File: src/rtl/multi_cycle_ctrl_pkg.sv
// Shared constants for the multi-cycle control FSM: opcodes, state codes,
// datapath select encodings and the DECODE dispatch table.
package multi_cycle_ctrl_pkg;

    localparam logic [2:0] OP_RTYPE = 3'b000;
    localparam logic [2:0] OP_ADDI  = 3'b001;
    localparam logic [2:0] OP_LW    = 3'b010;
    localparam logic [2:0] OP_SW    = 3'b011;
    localparam logic [2:0] OP_BEQ   = 3'b100;
    localparam logic [2:0] OP_BNE   = 3'b101;
    localparam logic [2:0] OP_J     = 3'b110;
    localparam logic [2:0] OP_LUI   = 3'b111;

    localparam logic [3:0] FETCH    = 4'd0;
    localparam logic [3:0] DECODE   = 4'd1;
    localparam logic [3:0] EXEC_R   = 4'd2;
    localparam logic [3:0] EXEC_I   = 4'd3;
    localparam logic [3:0] WB_ALU   = 4'd4;
    localparam logic [3:0] MEM_ADDR = 4'd5;
    localparam logic [3:0] MEM_RD   = 4'd6;
    localparam logic [3:0] WB_MEM   = 4'd7;
    localparam logic [3:0] MEM_WR   = 4'd8;
    localparam logic [3:0] BRANCH   = 4'd9;
    localparam logic [3:0] JUMP     = 4'd10;
    localparam logic [3:0] LUI      = 4'd11;

    localparam logic [1:0] ALU_ADD   = 2'b00;
    localparam logic [1:0] ALU_SUB   = 2'b01;
    localparam logic [1:0] ALU_FUNCT = 2'b10;

    localparam logic [1:0] SRCB_RT     = 2'd0;
    localparam logic [1:0] SRCB_TWO    = 2'd1;
    localparam logic [1:0] SRCB_IMM    = 2'd2;
    localparam logic [1:0] SRCB_IMM_SH = 2'd3;

    localparam logic [1:0] PCSRC_ALU    = 2'd0;
    localparam logic [1:0] PCSRC_ALUOUT = 2'd1;
    localparam logic [1:0] PCSRC_JUMP   = 2'd2;

    localparam logic [1:0] M2R_ALU = 2'd0;
    localparam logic [1:0] M2R_MDR = 2'd1;
    localparam logic [1:0] M2R_IMM = 2'd2;

    function automatic logic [3:0] decode_dispatch(input logic [2:0] op);
        case (op)
            OP_RTYPE:      return EXEC_R;
            OP_ADDI:       return EXEC_I;
            OP_LW, OP_SW:  return MEM_ADDR;
            OP_BEQ, OP_BNE: return BRANCH;
            OP_J:          return JUMP;
            OP_LUI:        return LUI;
            default:       return FETCH;
        endcase
    endfunction

endpackage

File: src/rtl/multi_cycle_ctrl_perf_counter.sv
// Cycle and retired-instruction counters; both clear on reset and wrap.
module perf_counter
    import multi_cycle_ctrl_pkg::*;
#(
    parameter int CNT_W = 16
) (
    input  logic             clk_i,
    input  logic             rst_n,
    input  logic             instr_done_i,
    output logic [CNT_W-1:0] cycle_cnt_o,
    output logic [CNT_W-1:0] instr_cnt_o
);

    logic [CNT_W-1:0] r_cycle_cnt;
    logic [CNT_W-1:0] r_instr_cnt;

    always_ff @(posedge clk_i) begin
        if (!rst_n) begin
            r_cycle_cnt <= '0;
            r_instr_cnt <= '0;
        end else begin
            r_cycle_cnt <= r_cycle_cnt + 1'b1;
            if (instr_done_i)
                r_instr_cnt <= r_instr_cnt + 1'b1;
        end
    end

    assign cycle_cnt_o = r_cycle_cnt;
    assign instr_cnt_o = r_instr_cnt;

endmodule

File: src/rtl/multi_cycle_ctrl.sv
// Multi-cycle CPU control FSM: sequences fetch/decode/execute over a shared memory and ALU.
// Optional counters behind MULTI_CYCLE_CTRL_PERF_EN.
module multi_cycle_ctrl
    import multi_cycle_ctrl_pkg::*;
#(
    parameter int STATE_W = 4
`ifdef MULTI_CYCLE_CTRL_PERF_EN
    , parameter int CNT_W = 16
`endif
) (
    input  logic               clk_i,
    input  logic               rst_n,
    input  logic [2:0]         instr_op_i,
    input  logic               zero_i,
    input  logic               mem_ready_i,
    output logic               pc_write_o,
    output logic [1:0]         pc_src_o,
    output logic               ir_write_o,
    output logic               iord_o,
    output logic               mem_read_o,
    output logic               mem_write_o,
    output logic               alu_src_a_o,
    output logic [1:0]         alu_src_b_o,
    output logic [1:0]         alu_op_o,
    output logic               reg_dst_o,
    output logic [1:0]         mem_to_reg_o,
    output logic               reg_write_o,
    output logic               instr_done_o,
    output logic [STATE_W-1:0] state_o
`ifdef MULTI_CYCLE_CTRL_PERF_EN
    , output logic [CNT_W-1:0] cycle_cnt_o,
    output logic [CNT_W-1:0]   instr_cnt_o
`endif
);

    logic [STATE_W-1:0] r_state;
    logic [STATE_W-1:0] w_next_state;

    always_ff @(posedge clk_i) begin
        if (!rst_n)
            r_state <= FETCH;
        else
            r_state <= w_next_state;
    end

    // Decode is skipped entirely while in reset so every strobe and select reads 0,
    // which also kills any write the interrupted instruction would have issued.
    always_comb begin
        pc_write_o   = 1'b0;
        pc_src_o     = PCSRC_ALU;
        ir_write_o   = 1'b0;
        iord_o       = 1'b0;
        mem_read_o   = 1'b0;
        mem_write_o  = 1'b0;
        alu_src_a_o  = 1'b0;
        alu_src_b_o  = SRCB_RT;
        alu_op_o     = ALU_ADD;
        reg_dst_o    = 1'b0;
        mem_to_reg_o = M2R_ALU;
        reg_write_o  = 1'b0;
        instr_done_o = 1'b0;
        w_next_state = FETCH;
        if (rst_n) begin
            case (r_state)
                FETCH: begin
                    mem_read_o   = 1'b1;
                    alu_src_b_o  = SRCB_TWO;
                    w_next_state = FETCH;
                    if (mem_ready_i) begin
                        ir_write_o   = 1'b1;
                        pc_write_o   = 1'b1;
                        w_next_state = DECODE;
                    end
                end
                DECODE: begin
                    alu_src_b_o  = SRCB_IMM_SH;
                    w_next_state = decode_dispatch(instr_op_i);
                end
                EXEC_R: begin
                    alu_src_a_o  = 1'b1;
                    alu_op_o     = ALU_FUNCT;
                    w_next_state = WB_ALU;
                end
                EXEC_I: begin
                    alu_src_a_o  = 1'b1;
                    alu_src_b_o  = SRCB_IMM;
                    w_next_state = WB_ALU;
                end
                WB_ALU: begin
                    reg_write_o  = 1'b1;
                    reg_dst_o    = (instr_op_i == OP_RTYPE);
                    instr_done_o = 1'b1;
                end
                MEM_ADDR: begin
                    alu_src_a_o  = 1'b1;
                    alu_src_b_o  = SRCB_IMM;
                    w_next_state = (instr_op_i == OP_SW) ? MEM_WR : MEM_RD;
                end
                MEM_RD: begin
                    iord_o       = 1'b1;
                    mem_read_o   = 1'b1;
                    w_next_state = mem_ready_i ? WB_MEM : MEM_RD;
                end
                WB_MEM: begin
                    reg_write_o  = 1'b1;
                    mem_to_reg_o = M2R_MDR;
                    instr_done_o = 1'b1;
                end
                MEM_WR: begin
                    iord_o       = 1'b1;
                    mem_write_o  = 1'b1;
                    instr_done_o = mem_ready_i;
                    w_next_state = mem_ready_i ? FETCH : MEM_WR;
                end
                BRANCH: begin
                    alu_src_a_o  = 1'b1;
                    alu_op_o     = ALU_SUB;
                    pc_src_o     = PCSRC_ALUOUT;
                    // opcode bit 0 distinguishes bne from beq and inverts the taken sense
                    pc_write_o   = zero_i ^ instr_op_i[0];
                    instr_done_o = 1'b1;
                end
                JUMP: begin
                    pc_src_o     = PCSRC_JUMP;
                    pc_write_o   = 1'b1;
                    instr_done_o = 1'b1;
                end
                LUI: begin
                    reg_write_o  = 1'b1;
                    mem_to_reg_o = M2R_IMM;
                    instr_done_o = 1'b1;
                end
                default: w_next_state = FETCH;
            endcase
        end
    end

    assign state_o = r_state;

`ifdef MULTI_CYCLE_CTRL_PERF_EN
    perf_counter #(
        .CNT_W (CNT_W)
    ) u_perf_counter (
        .clk_i        (clk_i),
        .rst_n        (rst_n),
        .instr_done_i (instr_done_o),
        .cycle_cnt_o  (cycle_cnt_o),
        .instr_cnt_o  (instr_cnt_o)
    );
`endif

endmodule

File: config.mk
export PLATFORM = sky130hd
export DESIGN_NAME = multi_cycle_ctrl
export DESIGN_NICKNAME = d
export VERILOG_FILES = /design/src/rtl/multi_cycle_ctrl_pkg.sv /design/src/rtl/multi_cycle_ctrl_perf_counter.sv /design/src/rtl/multi_cycle_ctrl.sv
export SDC_FILE = /design/constraint.sdc
export NUM_CORES = 1
export LEC_CHECK = 0
export ABC_AREA = 0
export CAP_MARGIN = 20
export CORE_MARGIN = 4
export CORE_UTILIZATION = 41
export DETAILED_ROUTE_END_ITERATION = 10
export PLACE_DENSITY = 0.79
export SLEW_MARGIN = 20
export SYNTH_ARGS = -nofsm -noshare
export SYNTH_HDL_FRONTEND = slang
export SYNTH_SLANG_ARGS = --single-unit
export TNS_END_PERCENT = 1
File: constraint.sdc
create_clock -name clk_i -period 1.6 [get_ports clk_i]
set_input_delay 0.4 -clock clk_i [delete_from_list [all_inputs] [get_ports clk_i]]
set_output_delay 0.4 -clock clk_i [all_outputs]
set_load 0.005 [all_outputs]
# Yosys cells after proc, flatten, opt, wreduce, memory -nomap -nowiden

Memories as Yosys holds them, arrays and structs flattened.
Index checks and enable logic that the tools add are counted.

Flip-flop bits (word level): 4
Bits in read-only memories: 32
Bits of input ports: 7
Output and inout port bits: 21
Logic and storage cells: 56
Memories: 1

Equality and inequality tests: 12
Multiplexer cells: 32
Bitwise gates (word level): 1
Reductions and logical operators: 9

Memory list:

| name            | words | width | rd ports | clocked after memory_dff | write ports | line                       | RTL |
|---|---|---|---|---|---|---|---|
| (no name shown) | 8     | 4     | 1        | 0                        | 0           | multi_cycle_ctrl_pkg.sv:45 | `case (op)` |

Operators by type and width:

| kind                 | number |
|---|---|
| $pmux W4 S6          | 1 |
| $mux W1              | 19 |
| $eq A4 B3 Y1 const B | 4 |
| $eq A4 B4 Y1 const B | 4 |
| $pmux W2 S2          | 3 |
| $eq A4 B2 Y1 const B | 2 |
| $mux W2              | 4 |
| $mux W4              | 2 |
| $reduce_or A2 Y1     | 4 |
| $pmux W2 S3          | 1 |
| $reduce_or A5 Y1     | 1 |
| $eq A4 B1 Y1 const B | 1 |
| $logic_not A4 Y1     | 1 |
| $reduce_or A4 Y1     | 1 |
| $eq A3 B2 Y1 const B | 1 |
| $logic_not A3 Y1     | 1 |
| $pmux W1 S3          | 1 |
| $reduce_or A3 Y1     | 1 |
| $pmux W1 S2          | 1 |
| $xor A1 B1 Y1        | 1 |

# Logic depth before layout (Yosys ltp)

Gate-level depths: netlist of run 1.

Depth in word-level cells: 4
Gate-level depth with buffers: 5
Mapped depth without buffers: 5

# Worst setup path after synthesis of run 1

OpenSTA, ideal clock, no wires.

Kind: flip-flop to output port
Start point: register r_state[2] (netlist: state_o[2])
End point: output instr_done_o
Data arrival time: 0.943 ns
Path slack: 0.257 ns
Stages on the path, launching flop included: 5
Path buffers: 1
Path through: dfxtp_1 -> buf_4 -> and2b_2 -> nand3_1 -> a21boi_1

Word-level cells in the longest chain between the ends: 4
Elaborated cells on any way between the ends: 9
Those cells by class: 6 x eq/ne; 2 x mux; 1 x reduce/logical

Ends and longest elaborated chain:

| what                                         | line                   | RTL |
|---|---|---|
| from (decl)                                  | multi_cycle_ctrl.sv:36 | `logic [STATE_W-1:0] r_state;` |
| from (signal assigned)                       | multi_cycle_ctrl.sv:43 | `r_state <= w_next_state;` |
| $eq A4 B4 Y1 or $eq A4 B3 Y1 (tied branches) | multi_cycle_ctrl.sv:64 | `case (r_state)` |
| $reduce_or A5 Y1 (no source line)            | n/a                    |  |
| $pmux W1 S2 (*)                              | multi_cycle_ctrl.sv:64 |  |
| $mux W1 (*)                                  | multi_cycle_ctrl.sv:63 | `if (rst_n) begin` |
| to (decl)                                    | multi_cycle_ctrl.sv:28 | `output logic instr_done_o,` |

Every way passes the cells marked *; elsewhere a longest branch is shown, timed or not.

# Worst setup path after layout of run 1

Start point: register r_state[1] (netlist: state_o[1])
End point: output alu_src_a_o

Word-level cells in the longest chain between the ends: 4
Elaborated cells on any way between the ends: 7
Those cells by class: 4 x eq/ne; 2 x mux; 1 x reduce/logical

Ends and longest elaborated chain:

| what                                       | line                   | RTL |
|---|---|---|
| $eq A4 B3 Y1, or another cell as far along | multi_cycle_ctrl.sv:64 |  |
| $reduce_or A4 Y1 (no source line) (*)      | n/a                    |  |
| $mux W1 (*)                                | multi_cycle_ctrl.sv:64 |  |
| $mux W1 (*)                                | multi_cycle_ctrl.sv:63 |  |
| to (decl)                                  | multi_cycle_ctrl.sv:22 | `output logic alu_src_a_o,` |

Marks and branches as above.

==> results of run 1 <==
==> power by group <==
part	total, mW	switching [mW]	internal, mW
clock	0.138	0.0535	0.0847
combinational	0.452	0.212	0.240
sequential	0.128	0.0184	0.110
total	0.718	0.284	0.434
==> through the flow <==
step / setup WS (ns) / hold WS [ns] / setup TNS, ns
2_1_floorplan: 0.2568 / 0.5511 / 0
3_3_place_gp: -0.6670 / 0.6370 / -10.03
3_5_place_dp: -0.6913 / 0.6526 / -10.66
4_1_cts: -0.1707 / 0.6853 / -1.396
5_1_grt: -0.2989 / 0.6227 / -2.619
6_report: -0.2365 / 0.6089 / -1.746
==> per-layer routing <==
layer,wire (um),part of all wire [%],global-route usage (%)
met3,382,11,9.962
met2,1652,47,50.41
met4,189,5.4,18.78
met5,0,0,0
met1,1307,37,32.35
==> logic make-up after synthesis <==
| kind of cell | after synthesis | synth area share, % |
|---|---|---|
| adder cells (fa/ha/maj) | 1 | 2.000 |
| flip-flops | 4 | 12.80 |
| buffers and inverters | 9 | 11.40 |
| XOR/XNOR | 3 | 4.201 |
| AND/OR/NAND/NOR | 45 | 45.40 |
| AO/OA/AOI/OAI | 19 | 24.20 |
==> cells in the mapped netlist, drive strengths merged, types with 3 or more instances <==
master | instances | area share [%]
buf | 6 | 9.6
a21oi | 4 | 3.2
nor2b | 3 | 4.2
nand2 | 8 | 4.8
o21ai | 4 | 5.0
xor2 | 3 | 4.2
inv | 3 | 1.8
nor3b | 3 | 3.6
a21boi | 3 | 3.6
dfxtp | 4 | 13
nand3 | 4 | 3.2
nor2 | 8 | 6.0
==> placed cells by master, fill, tap and decap left out, drive strengths merged, types with 3 or more instances in the layout <==
cell / instances
a21boi: 3
a21oi: 4
buf: 60
clkbuf: 7
dfxtp: 4
dlygate4sd2: 6
inv: 3
nand2: 8
nand3: 4
nor2: 8
nor2b: 3
nor3b: 3
o21ai: 4
xor2: 3
==> worst max path at each step <==
stage,start,end,slack (ns)
floorplan,state_o[2],instr_done_o,0.26
global placement,mem_ready_i,pc_write_o,-0.67
detailed placement,rst_n,mem_write_o,-0.69
CTS,state_o[1],reg_dst_o,-0.17
global route,state_o[1],pc_write_o,-0.30
finish,state_o[1],alu_src_a_o,-0.24
==> worst register-to-register path, stage by stage (launching register included) <==
cell	delay [ns]
sky130_fd_sc_hd__dfxtp_4	0.36
sky130_fd_sc_hd__buf_6	0.12
sky130_fd_sc_hd__buf_4	0.15
sky130_fd_sc_hd__nor2b_1	0.31
sky130_fd_sc_hd__nand2_1	0.15
sky130_fd_sc_hd__a31oi_1	0.24
==> layout make-up <==
| class | count | area [um2] |
|---|---|---|
| multi-input combinational | 68 | 558.0 |
| timing repair buffer | 73 | 555.5 |
| fill | 54 | 105.1 |
| sequential | 4 | 95.09 |
| clock buffer | 3 | 22.52 |
| tap | 15 | 18.77 |
| inverter | 3 | 11.26 |
==> what timing repair did <==
item	in CTS	in global routing
buffers inserted	16	0
endpoints found under the setup margin	20	18
resized for setup	92	24
hold buffers	0	0
pin swaps	11	4
==> out/results.env, run 1 <==
STARTPOINT_TYPE='flip-flop'
POSTROUTEANTENNANETS=0
DRIVE_GT1_SHARE_PCT=64.90
GRT_USE_TOTAL_PCT=30.09
FINAL_AREA_MM2=0.001261
CRIT_CHAIN='buf_4 > and2b_4 > nand2_1 > a21boi_1 > buf_2'
DETAIL_ROUTE.VIAS_PER_CELL=6.096
FINISH.NET_COUNT=161
FP.COREAREA_MM2=0.001366
NUM_VIAS=1012
FP.DIEW_UM=47.06
CRITPATHMAXFANOUT=6
CLK_PIN_SLEW_WORST_PATHS_NS=0.05
NUMBER_OF_GLOBAL_ROUTE_VIAS_BEFORE_REPAIR=995
RR_WORST_DEPTH=5
CLOCK-SKEW-FINAL_NS=0.01387
HOLD_DEPTH=4
P_LEAK_nW=0.6451
CRITICAL_PATH.REG2REG.ENDPOINT='state_o[1]'
CP.REQUIRED_NS=1.20
CTS.PATH.MAX_BUFFERS=2
CRIT_CELLS=5
COUNT_OF_INSERTED_ANTENNA_DIODE_CELLS=0
CORE.ROWCOUNT=13
FINALCOREUTILIZATION_PCT=92.31
DRV.MAX_CAP_VIOLATION_COUNT=0
GRT_SETUP_UNREPAIRED='true'
FINAL-INSTANCE-COUNT-EXCL-FILL=166
ASYNCSETRESETFLOPFRACSYNTH_PCT=0
R2R_SLACK_NS=0.14
POWER.DENSITY_mW_PER_MM2=569.2
WHS_ENDPOINT='state_o[0]'
FINAL.PERIOD_UTILIZATION_PCT=114.8
GRT_FIRST_PASS_WIRELENGTH_UM=4581
WORST_IR_DROP_VDD_uV=383.4
NUMBER_OF_ENABLE_FLIP_FLOP_CELLS_AFTER_SYNTHESIS=0
TRITONCTS='done'
FINAL_CRITICAL_PATH_SETUP_SLACK_NS=-0.2365
GLOBALROUTE.TOTALOVERFLOW=0
LARGEST_REGISTER_FF_COUNT=4
POST-LAYOUT-TOTAL-POWER_uW=717.9
CTS.SINK_COUNT=4
DIE-HEIGHT_UM=47.06
SYN-CELL-AREA_UM2=625.6
SLEW_VIOL_FINAL=0
SYNTHESIS.INSTANCES=81
AVGSYNTHCELLAREA_UM2=7.723
SEQ_AREA_FRAC_SYNTH_PCT=12.80
GRT_MAX_DEGREE=8
FMAXACHIEVABLE_MHz=544.5
ROUTABILITYCONGESTION=0.9154
NUMPORTBUFFERS=27
POSTSYNTHNETCOUNT=89
CTS-HTREE-LEVELS=1
HOLD_PATH_STARTPOINT='rst_n'
TIMING_WORST_SLEW_PIN_VALUE_NS=0.3658
ANTENNA_FOUND_INITIAL=0
POSTSYNTHREGISTERBITS=4
DESIGN.PORTCOUNT=28
CPMAXSTAGEDELAYCELL='sky130_fd_sc_hd__dfxtp_4'
TRITONCTS.NUM_BUFFERS=3
POST_DRT_WL_PER_CELL_UM=21.28
TIMING.CRITICAL_PATH.TO_TYPE='primary output'
FINAL_REPORT_HOLD_VIOLATION_COUNT=0
DP_CELLS=147
VIOLATIONS='setup timing'
HOLD_PATH.CLASS='input pin to flip-flop'
AREA_GROWTH_PCT=101.6
DETAILEDPLACEMENTHPWL_UM=1786
SYNTH_FF_TYPE='sky130_fd_sc_hd__dfxtp_1'
FINAL_PERIOD_MINUS_WORST_SETUP_SLACK_NS=1.837
DRT_DRC_VIOLATIONS_LEFT=0
TOTALWIRELENGTH_UM=3532
DRT_PRE_ANTENNA_ITERS=4
TIMING.SETUP.CRITICAL_PATH_CLASS='flip-flop to primary output'
CTS_ROOT_BUFFER='sky130_fd_sc_hd__clkbuf_4'
SETUP_VIOL_COUNT_FINAL=16
DIE_AREA_MM2=0.002215
OUTCOME='finished with violations'
WORSTREG2REGSTART='state_o[0]'
WORSTSKEWPAIRLATENCY_NS=0.25
WORSTPATHBUFFERINVERTERCOUNT=2
TIMING.SLEW.HEADROOM_PCT=75.56
CRIT_PATH_MAX_INCR_DELAY_NS=0.36
PLACEDINSTANCEAREA_MM2=0.001080
DRT-INITIAL-DRC-COUNT=57
SYNTHDISTINCTLIBCELLS=38
CP_DATA_ARRIVAL_TIME_NS=1.44
STARTING_DENSITY_OF_THE_CORE_PCT=45.79
YOSYSWARNINGCOUNT=0
CRITICAL-PATH-TOP-DELAY-FAMILY='flip-flops'
No activity file was read; power rests on OpenSTA's default activity.
==> inputs of run 2 (changes only) <==
--- a/config.mk
+++ b/config.mk
@@ -11,6 +11,7 @@
 export CORE_UTILIZATION = 41
 export DETAILED_ROUTE_END_ITERATION = 10
 export PLACE_DENSITY = 0.79
+export SKIP_CTS_REPAIR_TIMING = 1
 export SLEW_MARGIN = 20
 export SYNTH_ARGS = -nofsm -noshare
 export SYNTH_HDL_FRONTEND = slang
==> run 2 against run 1 <==
The flow still finishes with violations (setup timing). Critical path type unchanged. Global-route usage down 6.5 points. Register-to-register slack better by 0.10 ns. Routed wire length down 3.9%. Worst hold slack better by 0.054 ns. Setup slack worse by 0.034 ns. First-iteration DRC count down 47%.
==> out/results.env, run 2 (synthesis results as in run 1) <==
OUTCOME='finished with violations'
VIOLATIONS='setup timing'
DETAIL_ROUTE.VIAS_PER_CELL=6.080
CTS-HTREE-LEVELS=1
GRT_MAX_DEGREE=16
GRT_USE_TOTAL_PCT=23.61
P_LEAK_nW=0.7003
TIMING.CRITICAL_PATH.TO_TYPE='primary output'
NUMBER_OF_GLOBAL_ROUTE_VIAS_BEFORE_REPAIR=834
TIMING_WORST_SLEW_PIN_VALUE_NS=0.3910
CORE.ROWCOUNT=13
SETUP_VIOL_COUNT_FINAL=17
DIE_AREA_MM2=0.002215
FP.COREAREA_MM2=0.001366
FINAL_HOLD_SLACK_NS=0.6626
LAYOUT_COMMONEST_CELL='sky130_fd_sc_hd__buf_4'
DETAILEDPLACEMENTHPWL_UM=1786
DIE-HEIGHT_UM=47.06
COUNT_OF_INSERTED_ANTENNA_DIODE_CELLS=0
P_SEQ_SHARE_PCT=18.1
DRT_PRE_ANTENNA_ITERS=4
LARGEST_REGISTER_FF_COUNT=4
GRT_SETUP_UNREPAIRED='true'
FINAL-INSTANCE-COUNT-EXCL-FILL=163
ANTENNA_FOUND_INITIAL=0
STARTPOINT_TYPE='flip-flop'
CTS.PATH.MAX_BUFFERS=2
PWR-SHARE-COMB_PCT=62.4
DRT_DRC_VIOLATIONS_LEFT=0
GLOBALROUTE.TOTALOVERFLOW=0
CP_DATA_ARRIVAL_TIME_NS=1.47
WORST_IR_DROP_VDD_uV=499.9
NETSWITCHINGPOWER_uW=278.4
CLK_PIN_SLEW_WORST_PATHS_NS=0.04
FINAL_REPORT_HOLD_VIOLATION_COUNT=0
CELL_INTERNAL_PWR_uW=436.4
CTS_ROOT_BUFFER='sky130_fd_sc_hd__clkbuf_4'
CLKPWRFRAC_PCT=19.5
FINAL.PERIOD_UTILIZATION_PCT=116.9
ROUTABILITYCONGESTION=0.9154
DESIGN.PORTCOUNT=28
POSTROUTEANTENNANETS=0
POST_DRT_WL_PER_CELL_UM=20.82
FINAL_CRITICAL_PATH_SETUP_SLACK_NS=-0.2705
TRITONCTS.NUM_BUFFERS=3
CRITPATHMAXFANOUT=6
AREA_GROWTH_PCT=103.8
TIMING.SLEW.HEADROOM_PCT=73.89
SLEW_VIOL_FINAL=0
DRIVE_GT1_SHARE_PCT=60.81
NUM_VIAS=991
FINAL_PERIOD_MINUS_WORST_SETUP_SLACK_NS=1.870
MOSTFREQUENTLAYOUTCELLS='sky130_fd_sc_hd__buf_4 (34), sky130_fd_sc_hd__buf_2 (10), sky130_fd_sc_hd__buf_6 (10), sky130_fd_sc_hd__dlymetal6s2s_1 (9), sky130_fd_sc_hd__nand2_1 (6)'
FINISH.NET_COUNT=158
POWER.SWITCHING_FRACTION_PCT=38.94
TOTALWIRELENGTH_UM=3394
HOLD_PATH.CLASS='input pin to flip-flop'
FMAXACHIEVABLE_MHz=534.6
NUMPORTBUFFERS=27
STARTING_DENSITY_OF_THE_CORE_PCT=45.79
CP.REQUIRED_NS=1.20
CTS.SINK_COUNT=4
TRITONCTS='done'
FP.DIEW_UM=47.06
DRT-INITIAL-DRC-COUNT=30
POWER.DENSITY_mW_PER_MM2=560.6
CLOCK-SKEW-FINAL_NS=0.007340
DP_CELLS=147
GRT_FIRST_PASS_WIRELENGTH_UM=3663
DRV.MAX_CAP_VIOLATION_COUNT=0
TIMING.SETUP.CRITICAL_PATH_CLASS='flip-flop to primary output'
WORSTSKEWPAIRLATENCY_NS=0.26
## run 2: layout make-up
type,count,area [um2]
flip-flops and latches,4,95.09
clock buffers,3,22.52
repair buffers,70,580.6
multi-input cells,68,546.8
well taps,15,18.77
fillers,50,91.34
inverters,3,11.26
## run 2: metrics by stage
| stage | utilization, % | area [um2] | setup slack, ns | TNS, ns | power [mW] |
|---|---|---|---|---|---|
| after global placement | 79.03 | 1080 | -0.6670 | -10.03 | 0.4611 |
| after floorplan | - | 625.6 | 0.2568 | 0 | 0.2850 |
| after global routing | 93.32 | 1275 | -0.3189 | -3.278 | 0.7492 |
| after CTS | 80.68 | 1102 | -0.7011 | -11.31 | 0.6087 |
| final | 93.32 | 1275 | -0.2705 | -2.582 | 0.7148 |
| after detailed placement | 79.03 | 1080 | -0.6913 | -10.66 | 0.4752 |
## run 2: routing by layer
metal  share of wire [%]  vias to the layer above  track usage [%]
met4                 5.2                        0            6.077
met3                 9.9                       25            6.513
met5                   0                        -                0
li1                    -                      424                -
met2                  48                       89            46.34
met1                  37                      453            24.04
## run 2: worst paths after layout
kind               startpoint              to  slack [ns]  depth (start not counted)
setup reg to reg   state_o[1]      state_o[1]        0.24                          6
hold / removal    mem_ready_i      state_o[0]        0.66                          4
hold reg to reg    state_o[2]      state_o[0]        0.72                          3
setup / recovery   state_o[2]  alu_src_b_o[0]       -0.27                          7
## run 2: power groups by stage
| stage | clock (mW) | combinational, mW | sequential [mW] |
|---|---|---|---|
| after global routing | 0.152 | 0.466 | 0.130 |
| final | 0.139 | 0.446 | 0.129 |
| after CTS | 0.133 | 0.344 | 0.132 |
| after floorplan | 0 | 0.161 | 0.124 |
| after global placement | 0 | 0.328 | 0.133 |
| after detailed placement | 0 | 0.341 | 0.134 |
## run 2: critical path, cell delays in order (launching register included)
cell and delay [ns]:
sky130_fd_sc_hd__dfxtp_4 0.36, sky130_fd_sc_hd__buf_6 0.13, sky130_fd_sc_hd__buf_6 0.11, sky130_fd_sc_hd__nor2_4 0.11
sky130_fd_sc_hd__nand2_2 0.07, sky130_fd_sc_hd__buf_4 0.16, sky130_fd_sc_hd__nor2_1 0.12, sky130_fd_sc_hd__buf_2 0.15
==> inputs of run 3 (changes only) <==
--- a/config.mk
+++ b/config.mk
@@ -7,10 +7,10 @@
 export LEC_CHECK = 0
 export ABC_AREA = 0
 export CAP_MARGIN = 20
-export CORE_MARGIN = 4
-export CORE_UTILIZATION = 41
+export CORE_AREA = 4 4 41 43
 export DETAILED_ROUTE_END_ITERATION = 10
-export PLACE_DENSITY = 0.79
+export DIE_AREA = 0 0 45 47
+export DONT_BUFFER_PORTS = 1
 export SKIP_CTS_REPAIR_TIMING = 1
 export SLEW_MARGIN = 20
 export SYNTH_ARGS = -nofsm -noshare
==> run 3 against run 2 <==
The run still ends with setup timing left. Cell area down 34%. Setup slack gained 0.26 ns. Clock power is 6% lower. Clock-buffer cell count is the same. Register-to-register slack better by 0.20 ns. Flip-flop and latch count stayed put. Clock skew increased by 0.00071 ns. Combinational power decreased by 45%. Sequential share of layout area rose by 3.9 points.
==> out/results.env, run 3 (synthesis results as in run 1) <==
DRT_DRC_VIOLATIONS_LEFT=0
FINALCOREUTILIZATION_PCT=64.23
CTS.PATH.MAX_BUFFERS=2
R2R_SLACK_NS=0.44
VIOLATIONS='setup timing'
ROUTABILITYCONGESTION=0.8289
GLOBALROUTEMET1UTIL_PCT=20.23
GRT_SETUP_UNREPAIRED='true'
CRIT_PATH_MAX_INCR_DELAY_NS=0.38
WORST_IR_DROP_VDD_uV=261.4
CTS_ROOT_BUFFER='sky130_fd_sc_hd__clkbuf_4'
STARTPOINT_TYPE='flip-flop'
FINAL_REPORT_HOLD_VIOLATION_COUNT=0
GRT_FIRST_PASS_WIRELENGTH_UM=2511
DRT-INITIAL-DRC-COUNT=9
GRTUSAGEMET2_PCT=26.27
NUMBER_OF_GLOBAL_ROUTE_VIAS_BEFORE_REPAIR=551
FP.COREAREA_MM2=0.001301
COUNT_OF_INSERTED_ANTENNA_DIODE_CELLS=0
P_LEAK_nW=0.3243
TOTALWIRELENGTH_UM=1709
DIE_AREA_MM2=0.002115
SLEW_VIOL_FINAL=0
GRT_MAX_DEGREE=16
FP.DIEW_UM=45
WORSTSETUPSTARTPOINT='state_o[1]'
CLOCK-SKEW-FINAL_NS=0.008047
CPMAXSTAGEDELAYCELL='sky130_fd_sc_hd__dfxtp_4'
GLOBALROUTE.TOTALOVERFLOW=0
SETUP_VIOL_COUNT_FINAL=1
FINISH.NET_COUNT=105
ENDPOINT='alu_src_a_o'
LAYOUT_COMMONEST_CELL='sky130_fd_sc_hd__buf_4'
NUM_VIAS=660
DRT_PRE_ANTENNA_ITERS=6
POWER.DENSITY_mW_PER_MM2=613.9
CP.REQUIRED_NS=1.20
CP_COMMON_CELL='sky130_fd_sc_hd__buf_6'
HOLD_DEPTH=2
NUMBER_OF_FILLER_CELLS_PLACED_IN_THE_LAYOUT=115
FINAL_PERIOD_MINUS_WORST_SETUP_SLACK_NS=1.607
STARTING_DENSITY_OF_THE_CORE_PCT=48.08
DETAILEDPLACEMENTHPWL_UM=1205
MOSTFREQUENTLAYOUTCELLS='sky130_fd_sc_hd__buf_4 (13), sky130_fd_sc_hd__nand2_1 (6), sky130_fd_sc_hd__nor2_1 (5), sky130_fd_sc_hd__buf_6 (4), sky130_fd_sc_hd__dfxtp_4 (4)'
CRIT_CHAIN='buf_6 > buf_6 > nand2b_1 > a21o_1 > a21boi_2'
DESIGN.PORTCOUNT=28
HOLD_PATH_STARTPOINT='rst_n'
CRITPATHMAXFANOUT=8
POSTROUTEANTENNANETS=0
CORE.ROWCOUNT=13
WORSTSKEWPAIRLATENCY_NS=0.24
CP_DATA_ARRIVAL_TIME_NS=1.21
TIMING.SETUP.CRITICAL_PATH_CLASS='flip-flop to primary output'
TRITONCTS='done'
PLACE_WS_NS=0.06067
AREA_GROWTH_PCT=33.60
CTS-HTREE-LEVELS=1
GRT-BUSIEST-LAYER='met2'
DRIVE_GT1_SHARE_PCT=50.53
NUMPORTBUFFERS=0
TIMING.CRITICAL_PATH.TO_TYPE='primary output'
CRITICAL_PATH.REG2REG.ENDPOINT='state_o[3]'
TRITONCTS.NUM_BUFFERS=3
POST_DRT_WL_PER_CELL_UM=15.54
GRT.MET3_USAGE_PCT=3.831
CLK_PIN_SLEW_WORST_PATHS_NS=0.04
OUTCOME='finished with violations'
ANTENNA_FOUND_INITIAL=0
TIMING_WORST_SLEW_PIN_VALUE_NS=0.2673
WORSTREG2REGSTART='state_o[0]'
TIMING.SLEW.HEADROOM_PCT=82.07
FINAL.PERIOD_UTILIZATION_PCT=100.5
DRV.MAX_CAP_VIOLATION_COUNT=0
GRT_USE_TOTAL_PCT=16.11
FMAXACHIEVABLE_MHz=622.2
DETAIL_ROUTE.VIAS_PER_CELL=6.000
MULTI_INPUT_AREA_UM2=545.5
LAYOUT.AREA.SEQ_UM2=95.09
HOLD_PATH.CLASS='input pin to flip-flop'
DIE-HEIGHT_UM=47
CTS.SINK_COUNT=4
FINAL_CRITICAL_PATH_SETUP_SLACK_NS=-0.007232
RR_WORST_DEPTH=4
LARGEST_REGISTER_FF_COUNT=4
-- run 3: cell count changes in the layout (fill, tap and decap cells not counted), sizes merged --
cell	before	now
clkbuf	7	3
clkdlybuf4s50	3	0
buf	54	17
dlymetal6s2s	9	0
-- run 3: worst min-delay path by stage --
| stage | to |
|---|---|
| floorplan | state_o[3] |
| global placement | state_o[1] |
| finish | state_o[1] |
| global route | state_o[1] |
| CTS | state_o[1] |
| detailed placement | state_o[1] |
-- run 3: area by class of cell --
class                      count  share of cell area, %
clock buffer                   3                  2.695
inverter                       3                  1.347
multi-input combinational     68                  65.27
sequential                     4                  11.38
tap                           15                  2.246
timing repair buffer          17                  17.07
-- run 3: worst max-delay path, delay by kind of cell, from the launching register on --
kind | cells | cell delay, ns
AO/OA/AOI/OAI | 2 | 0.31
buffers and inverters | 2 | 0.22
flip-flops | 1 | 0.38
AND/OR/NAND/NOR | 1 | 0.05
-- run 3: power by group --
part | switching (mW) | total (mW) | internal [mW]
Clock | 0.0472 | 0.131 | 0.0843
Combinational | 0.121 | 0.246 | 0.125
Sequential | 0.0255 | 0.136 | 0.110
-- run 3: per-layer routing --
metal	routed length, um	up-vias
met1	768	304
met3	118	2
met5	0	-
li1	-	321
met2	811	33
met4	10	0
-- run 3: through the flow --
stage	power, mW	hold slack (ns)	area, um2	std cells	TNS [ns]
3_3_place_gp	0.3335	0.5456	681.9	103	0
4_1_cts	0.4665	0.2899	704.4	106	-1.698
2_1_floorplan	0.2850	0.5511	625.6	81	0
6_report	0.5131	0.2863	835.8	110	-0.007232
5_1_grt	0.5466	0.2735	835.8	110	-0.2041
3_5_place_dp	0.3352	0.5437	681.9	103	0
